<file path="src/rtl/fsm_pkg.sv">
// Shared definitions for the key conditioning logic: one-hot debounce
// states and the default stability window.
package fsm_pkg;

  // About 10 ms at a 50 MHz system clock.
  localparam int DB_DEFAULT_CYCLES = 500000;

  typedef enum logic [3:0] {
    DB_IDLE       = 4'b0001,
    DB_PRESS_FILT = 4'b0010,
    DB_HELD       = 4'b0100,
    DB_REL_FILT   = 4'b1000
  } db_state_e;

endpackage

</file>
<file path="src/rtl/sync_2ff.sv">
// Generic single-bit two-flop synchronizer for asynchronous pin inputs.
module sync_2ff #(
  parameter logic RESET_VAL = 1'b0
) (
  input  logic clk_i,
  input  logic rst_i,
  input  logic d_i,
  output logic q_o
);

  logic meta_q;
  logic sync_q;

  // Two back-to-back flops give the first stage a full cycle to settle.
  always_ff @(posedge clk_i or posedge rst_i) begin
    if (rst_i) begin
      meta_q <= RESET_VAL;
      sync_q <= RESET_VAL;
    end else begin
      meta_q <= d_i;
      sync_q <= meta_q;
    end
  end

  assign q_o = sync_q;

endmodule

</file>
<file path="src/rtl/key_debounce.sv">
// Debounces one mechanical key into a clean level plus press/release
// strobes for the downstream control FSM.
module key_debounce
  import fsm_pkg::*;
#(
  parameter int DEBOUNCE_CYCLES = DB_DEFAULT_CYCLES,
  parameter int CNT_W           = 20,
  parameter bit ACTIVE_LOW      = 1'b0
) (
  input  logic clk_i,
  input  logic rst_i,
  input  logic key_raw_i,
  output logic key_o,
  output logic press_o,
  output logic release_o
);

  // A window shorter than two cycles cannot filter anything, and the
  // counter must be able to reach the last count without wrapping.
  if (DEBOUNCE_CYCLES < 2) begin : g_min_check
    $error("key_debounce: DEBOUNCE_CYCLES must be at least 2");
  end
  if (longint'(DEBOUNCE_CYCLES) >= (longint'(1) << CNT_W)) begin : g_max_check
    $error("key_debounce: DEBOUNCE_CYCLES must be below 2**CNT_W");
  end

  localparam logic [CNT_W-1:0] CNT_LAST = CNT_W'(DEBOUNCE_CYCLES - 1);
  localparam logic [CNT_W-1:0] CNT_ONE  = CNT_W'(1);

  logic             keyPol;
  logic             keySync;
  db_state_e        state_q, state_d;
  logic [CNT_W-1:0] cnt_q, cnt_d;
  logic             key_q, key_d;
  logic             press_q, press_d;
  logic             release_q, release_d;

  // Polarity is corrected ahead of the synchronizer so that its reset
  // value always means "released".
  assign keyPol = key_raw_i ^ ACTIVE_LOW;

  sync_2ff #(
    .RESET_VAL (1'b0)
  ) u_sync (
    .clk_i (clk_i),
    .rst_i (rst_i),
    .d_i   (keyPol),
    .q_o   (keySync)
  );

  // State, counter and all outputs are registered together.
  always_ff @(posedge clk_i or posedge rst_i) begin
    if (rst_i) begin
      state_q   <= DB_IDLE;
      cnt_q     <= '0;
      key_q     <= 1'b0;
      press_q   <= 1'b0;
      release_q <= 1'b0;
    end else begin
      state_q   <= state_d;
      cnt_q     <= cnt_d;
      key_q     <= key_d;
      press_q   <= press_d;
      release_q <= release_d;
    end
  end

  // Next-state logic: a new level is accepted only after it has been seen
  // for DEBOUNCE_CYCLES consecutive synced cycles; any reversal restarts.
  always_comb begin
    state_d   = DB_IDLE;
    cnt_d     = '0;
    press_d   = 1'b0;
    release_d = 1'b0;
    case (state_q)
      DB_IDLE: begin
        if (keySync) begin
          state_d = DB_PRESS_FILT;
          cnt_d   = CNT_ONE;
        end else begin
          state_d = DB_IDLE;
        end
      end
      DB_PRESS_FILT: begin
        if (!keySync) begin
          state_d = DB_IDLE;
        end else if (cnt_q == CNT_LAST) begin
          state_d = DB_HELD;
          press_d = 1'b1;
        end else begin
          state_d = DB_PRESS_FILT;
          cnt_d   = cnt_q + CNT_ONE;
        end
      end
      DB_HELD: begin
        if (!keySync) begin
          state_d = DB_REL_FILT;
          cnt_d   = CNT_ONE;
        end else begin
          state_d = DB_HELD;
        end
      end
      DB_REL_FILT: begin
        if (keySync) begin
          state_d = DB_HELD;
        end else if (cnt_q == CNT_LAST) begin
          state_d   = DB_IDLE;
          release_d = 1'b1;
        end else begin
          state_d = DB_REL_FILT;
          cnt_d   = cnt_q + CNT_ONE;
        end
      end
      default: begin
        state_d = DB_IDLE;
      end
    endcase
    key_d = (state_d == DB_HELD) || (state_d == DB_REL_FILT);
  end

  assign key_o     = key_q;
  assign press_o   = press_q;
  assign release_o = release_q;

endmodule

</file>
<file path="config.mk">
export PLATFORM = sky130hd
export DESIGN_NAME = key_debounce
export DESIGN_NICKNAME = d
export VERILOG_FILES = /design/src/rtl/fsm_pkg.sv /design/src/rtl/sync_2ff.sv /design/src/rtl/key_debounce.sv
export SDC_FILE = /design/constraint.sdc
export NUM_CORES = 1
export LEC_CHECK = 0
export ABC_AREA = 1
export BUFFER_PORTS_ARGS = -buffer_cell sky130_fd_sc_hd__buf_2
export CORE_MARGIN = 2
export CORE_UTILIZATION = 32
export DETAILED_ROUTE_END_ITERATION = 16
export GPL_TIMING_DRIVEN = 0
export PLACE_DENSITY = 0.5
export SLEW_MARGIN = 20
export SYNTH_ARGS = -nofsm -noshare
export SYNTH_HDL_FRONTEND = slang
export SYNTH_SLANG_ARGS = --single-unit
</file>
<file path="constraint.sdc">
create_clock -name clk_i -period 1.7 [get_ports clk_i]
set_clock_uncertainty 0.1 [all_clocks]
set_input_delay 0.34 -clock clk_i [delete_from_list [all_inputs] [get_ports clk_i]]
set_output_delay 0.34 -clock clk_i [all_outputs]
set_load 0.02 [all_outputs]
</file>
==> results of run 1 <==
power groups by stage:
stage               registers [mW]  logic (mW)  clock network [mW]
global placement             0.792       0.241                   0
CTS                          0.774       0.276               0.572
finish                       0.779       0.304               0.546
detailed placement           0.794       0.240                   0
floorplan                    0.798       0.173                   0
global route                 0.786       0.351               0.614
timing repair:
item,in CTS,in global routing
setup endpoints to repair,19,19
gates cloned,0,1
pin swaps,0,1
setup buffers,3,1
hold buffers,0,0
resized for setup,1,5
cell type report:
cell class | count | area (sq um) | share of cell area (%)
multi-input combinational | 155 | 751 | 42.0
sequential | 29 | 727 | 40.7
inverter | 23 | 86.3 | 4.83
clock buffer | 6 | 72.6 | 4.06
tap | 54 | 67.6 | 3.78
timing repair buffer | 10 | 62.6 | 3.50
buffer | 1 | 11.3 | 0.630
clock inverter | 2 | 10.0 | 0.560
cells by family after synthesis:
group | Yosys count | share of synthesized area, %
and+or+nand+nor | 136 | 36.0
DFF | 29 | 46.8
buffers and inverters | 24 | 6.29
xor gates and xnor gates | 14 | 7.90
AOI/OAI and AO/OA | 4 | 2.18
adders and majority gates | 1 | 0.806
cells in the final DEF (no fill, tap or decap), drive strengths merged:
cell    instances
ha              1
dfrtp          28
inv            23
clkinv          2
xor2            9
nor2           65
dfstp           1
xnor2           5
o211ai          1
o21ai           3
nand2          56
clkbuf          6
buf            11
nand3          15
metrics by stage:
step                      total power, mW  std cells
after global placement               1.03        267
after global routing                 1.75        280
final                                1.63        280
after detailed placement             1.03        267
after floorplan                     0.971        208
after CTS                            1.62        278
registers in the layout, indices dropped and copies added (netlist names):
name and cells:
key_o 1, release_o 1, u_sync.q_o 1, press_o 1, state_q 4, u_sync.meta_q 1
cnt_q 20
per-layer routing:
layer | track usage [%] | vias to the layer above | wire length [um]
met5 | 0 | - | 0
met4 | 5.45 | 0 | 62
met3 | 4.94 | 5 | 100
met2 | 19.4 | 12 | 1400
met1 | 19.2 | 555 | 1590
li1 | - | 665 | -
path summary, 6_finish.rpt:
path / start / to / slack, ns / cells past startpoint
min in group clk_i: key_raw_i / u_sync.meta_q$_DFF_PP0_ / 0.06 / 1
worst min register to register: u_sync.meta_q$_DFF_PP0_ / u_sync.q_o$_DFF_PP0_ / 0.25 / 0
worst max-delay path: cnt_q[0]$_DFF_PP0_ / cnt_q[5]$_DFF_PP0_ / 0.13 / 7
worst max register to register: cnt_q[0]$_DFF_PP0_ / cnt_q[5]$_DFF_PP0_ / 0.13 / 7
max in group asynchronous: rst_i / cnt_q[3]$_DFF_PP0_ / 1.08 / 2
worst min-delay path: rst_i / key_o$_DFF_PP0_ / 0.02 / 2
==> results.yml, run 1 <==
run_status:
  status: "finished clean"
grt:
  grt_pass1_wl_um: 5450
  grt_max_degree: 30
  antenna_found_initial: 0
  track_usage_pct: 13.8
  gr-total-overflow: 0
  grt_pass1_vias: 1148
detailed_routing:
  ant_nets: 0
  drtIter0Drc: 35
  wire_per_inst_um: 11.2
  vias: 1237
  first_pass_iters: 4
  drc_errors: 0
  wirelength_um: 3150
  viasPerCell: 4.42
job:
  max-cap-violations: 0
yosys:
  synth_warnings: 0
  synth_area_sq_mm: 0.00155
  syn_avg_cell_area_sq_um: 7.47
  postSynthCellCount: 208
  ys_seq_area_share_pct: 46.8
  post-synth-top-count-cell: "nor2_1"
  synth-seq-cells: 29
  ys.flop_type: "dfrtp_1"
  synthTopCellsByCount: "nor2_1, nand2_1, dfrtp_1"
  synth.area.top_cells: "dfrtp_1, nor2_1, nand2_1, inv_1, xor2_1"
  synth_nets: 212
  synth_top_area_share_pct: 45.1
  ys_types: 17
  async_reset_ff_share_pct: 100
  synth_top_area_cell: "dfrtp_1"
  synth_edf_count: 0
clock_network:
  clock_path_buffers: 2
  clk_latency_ns: 0.28
  cts_inserted_buffers: 5
  clock-root-buffer: "clkbuf_8"
  htree_levels: 2
  clk_pin_slew_worst_paths_ns: 0.06
  cts_tree: "yes"
  cts.sinks: 29
setup_path:
  crit_buf_inv: 1
  crit_path_start_kind: "register"
  crit_required_ns: 1.77
  critical_path.top_delay_family: "simple AND/OR/NAND/NOR gates"
  crit_chain: "ha_4 -> nand3_2 -> nor2_2 -> nand3_4 -> o21ai_4 -> buf_4 -> nor2_1"
  end_kind: "register"
  max_stage_delay_ns: 0.40
  cp_max_fo: 6
  critPathKind: "register to register"
  slowest_stage: "dfrtp_1"
  arrival_ns: 1.65
pwr:
  p_switching_mw: 0.482
  internal_power_mw: 1.15
  combPwrFrac_pct: 18.6
  p_leak_nw: 0.736
  power_density_mw_per_mm2: 911
  vdd_ir_drop_max_mv: 0.363
  p_seq_share_pct: 47.8
  swShare_pct: 29.6
  power_frac_clock_pct: 33.5
place:
  place_hpwl_um: 2220
  gp_congestion: 0.801
  dp_worst_setup_slack_ns: -0.181
  post_dp_cell_area_sq_mm: 0.00165
  port_buffers: 5
die:
  die_area_sq_mm: 0.00543
  ios: 6
  start_util_pct: 33.1
  die_w_um: 73.7
  row_count: 25
  die_y_um: 73.7
  core_sq_mm: 0.00469
sta:
  hold_slack_ns: 0.0213
  tns_ns: 0
  min_period_over_period_pct: 92.5
  post-route-min-period_ns: 1.57
  slew_viol_final: 0
  relSlewSlack_pct: 59.8
  fin_ws_ns: 0.127
  max_freq_mhz: 636
  worstMarginPinSlew_ns: 0.602
  hold_viol_final: 0
  setup_violations: 0
final_layout:
  area_delta_synth_final_pct: 15.1
  fillers: 517
  antenna-diode-count: 0
  drive_above_1_share_pct: 14.2
  stdcell_area_sq_mm: 0.00179
  num-nets-final: 229
  final_core_util_pct: 38.1
min_path:
  hold_path.class: "input port to async pin"
Note: power is estimated with default switching activity, not from simulation.
==> inputs of run 2 (changes only) <==
Settings changed: ABC_AREA 1 to not set, BUFFER_PORTS_ARGS -buffer_cell sky130_fd_sc_hd__buf_2 to not set, DONT_BUFFER_PORTS set to 1, PLACE_DENSITY 0.5 to 0.48.
Clock period 1.7 ns to 1.6 ns, I/O delays scaled along.
==> results.yml, run 2 <==
run_status:
  status: "complete, but fails checks"
  violations: "negative setup slack"
die:
  ios: 6
  die_w_um: 73.0
  die_y_um: 73.0
  core_sq_mm: 0.00466
  row_count: 25
  die_area_sq_mm: 0.00533
  start_util_pct: 32.7
detailed_routing:
  wire_per_inst_um: 16.3
  drtIter0Drc: 103
  first_pass_iters: 4
  vias: 1257
  ant_nets: 0
  viasPerCell: 5.39
  drc_errors: 0
  wirelength_um: 3790
setup_path:
  crit_chain: "buf_6 -> nand4_1 -> or4_4 -> or3_1 -> a21oi_2"
  crit_required_ns: 1.72
  arrival_ns: 1.94
  crit_path_start_kind: "register"
  critical_path.top_delay_family: "simple AND/OR/NAND/NOR gates"
  end_kind: "register"
  max_stage_delay_ns: 0.57
  crit_buf_inv: 1
  critPathKind: "register to register"
  slowest_stage: "or4_4"
  cp_max_fo: 5
yosys:
  synth_area_sq_mm: 0.00152
  synth_edf_count: 0
  synth-seq-cells: 29
  ys_types: 42
  synthTopCellsByCount: "dfrtp_1, nor2_1, xor2_1"
  ys.flop_type: "dfrtp_1"
  post-synth-top-count-cell: "dfrtp_1"
  synth_nets: 155
  synth_top_area_share_pct: 46.0
  synth_top_area_cell: "dfrtp_1"
  syn_avg_cell_area_sq_um: 10.1
  synth.area.top_cells: "dfrtp_1, xor2_1, nor2_1, xnor2_1, nand2b_1"
  async_reset_ff_share_pct: 100
  synth_warnings: 0
  postSynthCellCount: 151
  ys_seq_area_share_pct: 47.7
clock_network:
  clk_latency_ns: 0.28
  cts_tree: "yes"
  clk_pin_slew_worst_paths_ns: 0.07
  cts.sinks: 29
  htree_levels: 2
  clock-root-buffer: "clkbuf_8"
  clock_path_buffers: 2
  cts_inserted_buffers: 5
final_layout:
  final_common_cell: "dfrtp_1"
  antenna-diode-count: 0
  drive_above_1_share_pct: 43.6
  final_core_util_pct: 43.9
  area_delta_synth_final_pct: 34.3
  final_cell_mix: "dfrtp_1, buf_4, nor2_2"
  reg.largest.list: "cnt_q x20, state_q x4"
  largest_reg_flops: 20
  num-nets-final: 182
  regMostFlops: "cnt_q"
pwr:
  p_leak_nw: 0.772
  power_density_mw_per_mm2: 770
  vdd_ir_drop_max_mv: 0.590
sta:
  relSlewSlack_pct: 58.2
  setup_violations: 26
  max_freq_mhz: 548
  post-route-min-period_ns: 1.83
  slew_viol_final: 0
  rsz0062_at_grt: "yes"
  hold_viol_final: 0
  fin_ws_ns: -0.225
  min_period_over_period_pct: 114
  worstMarginPinSlew_ns: 0.625
job:
  max-cap-violations: 0
grt:
  grt_pass1_wl_um: 6470
  grt_pass1_vias: 1310
  track_usage_pct: 16.1
  grt_max_degree: 30
  gr-total-overflow: 0
  antenna_found_initial: 0
place:
  dp_worst_setup_slack_ns: -0.463
  gp_congestion: 0.817
  place_hpwl_um: 2270
  port_buffers: 0
min_path:
  hold_path.class: "register to register"
[run 2: logic make-up after synthesis]
| family | synth area share (%) |
|---|---|
| and+or+nand+nor | 29.5 |
| DFF | 47.7 |
| AOI/OAI and AO/OA | 10.0 |
| xor gates and xnor gates | 8.05 |
| buffers and inverters | 3.12 |
| muxes | 0.739 |
| adders and majority gates | 0.822 |
[run 2: worst paths after layout]
| check | start | to | slack, ns | depth (start not counted) |
|---|---|---|---|---|
| min in group asynchronous | rst_i | cnt_q[18]$_DFF_PP0_ | 0.48 | 2 |
| worst max register to register | cnt_q[0]$_DFF_PP0_ | cnt_q[19]$_DFF_PP0_ | -0.23 | 5 |
| worst min register to register | u_sync.meta_q$_DFF_PP0_ | u_sync.q_o$_DFF_PP0_ | 0.27 | 0 |
| max in group asynchronous | rst_i | cnt_q[2]$_DFF_PP0_ | 0.48 | 2 |
| worst max-delay path | cnt_q[0]$_DFF_PP0_ | cnt_q[19]$_DFF_PP0_ | -0.23 | 5 |
| worst min-delay path | u_sync.meta_q$_DFF_PP0_ | u_sync.q_o$_DFF_PP0_ | 0.27 | 0 |
[run 2: cell type report]
type | count | area, sq um
Sequential cell | 29 | 741
Inverter | 4 | 15.0
Clock buffer | 8 | 90.1
Fill cell | 441 | 2620
Buffer | 3 | 33.8
Multi-Input combinational cell | 113 | 891
Tap cell | 54 | 67.6
Timing Repair Buffer | 22 | 206
[run 2: repair_timing]
action,CTS,global route
cloned,1,1
buffers inserted,15,3
pin swaps,10,7
endpoints found under the hold margin,1,28
hold buffers,1,1
gates resized for setup,24,23
setup endpoints to repair,26,26
[run 2: where the power goes]
part | switching, mW | total, mW | leakage (nW) | internal (mW)
clock | 0.279 | 0.629 | 0.0455 | 0.350
sequential | 0.0238 | 0.780 | 0.378 | 0.756
combinational | 0.0895 | 0.166 | 0.349 | 0.0761
[run 2: worst reg2reg max path: cells and delay by family (launching register included)]
kind	cells	cell delay, ns
flip-flops	1	0.42
AO/OA/AOI/OAI	1	0.14
buffers and inverters	1	0.12
AND/OR/NAND/NOR	3	0.99
[run 2: per-layer routing]
layer	track usage, %	share of wire, %
met5	0	0
met2	24.0	46
met4	7.82	2.1
met3	4.70	2.7
met1	21.4	49
[run 2: metrics by stage]
step | area, sq um | power (mW) | hold WS (ns) | TNS (ns) | cells
after floorplan | 1550 | 0.865 | 0.231 | -2.05 | 151
after global placement | 1620 | 0.891 | 0.252 | -9.25 | 205
after detailed placement | 1620 | 0.895 | 0.252 | -9.81 | 205
after CTS | 1900 | 1.57 | 0.167 | -4.13 | 228
after global routing | 2040 | 1.65 | 0.291 | -6.81 | 233
final | 2040 | 1.57 | 0.272 | -4.34 | 233
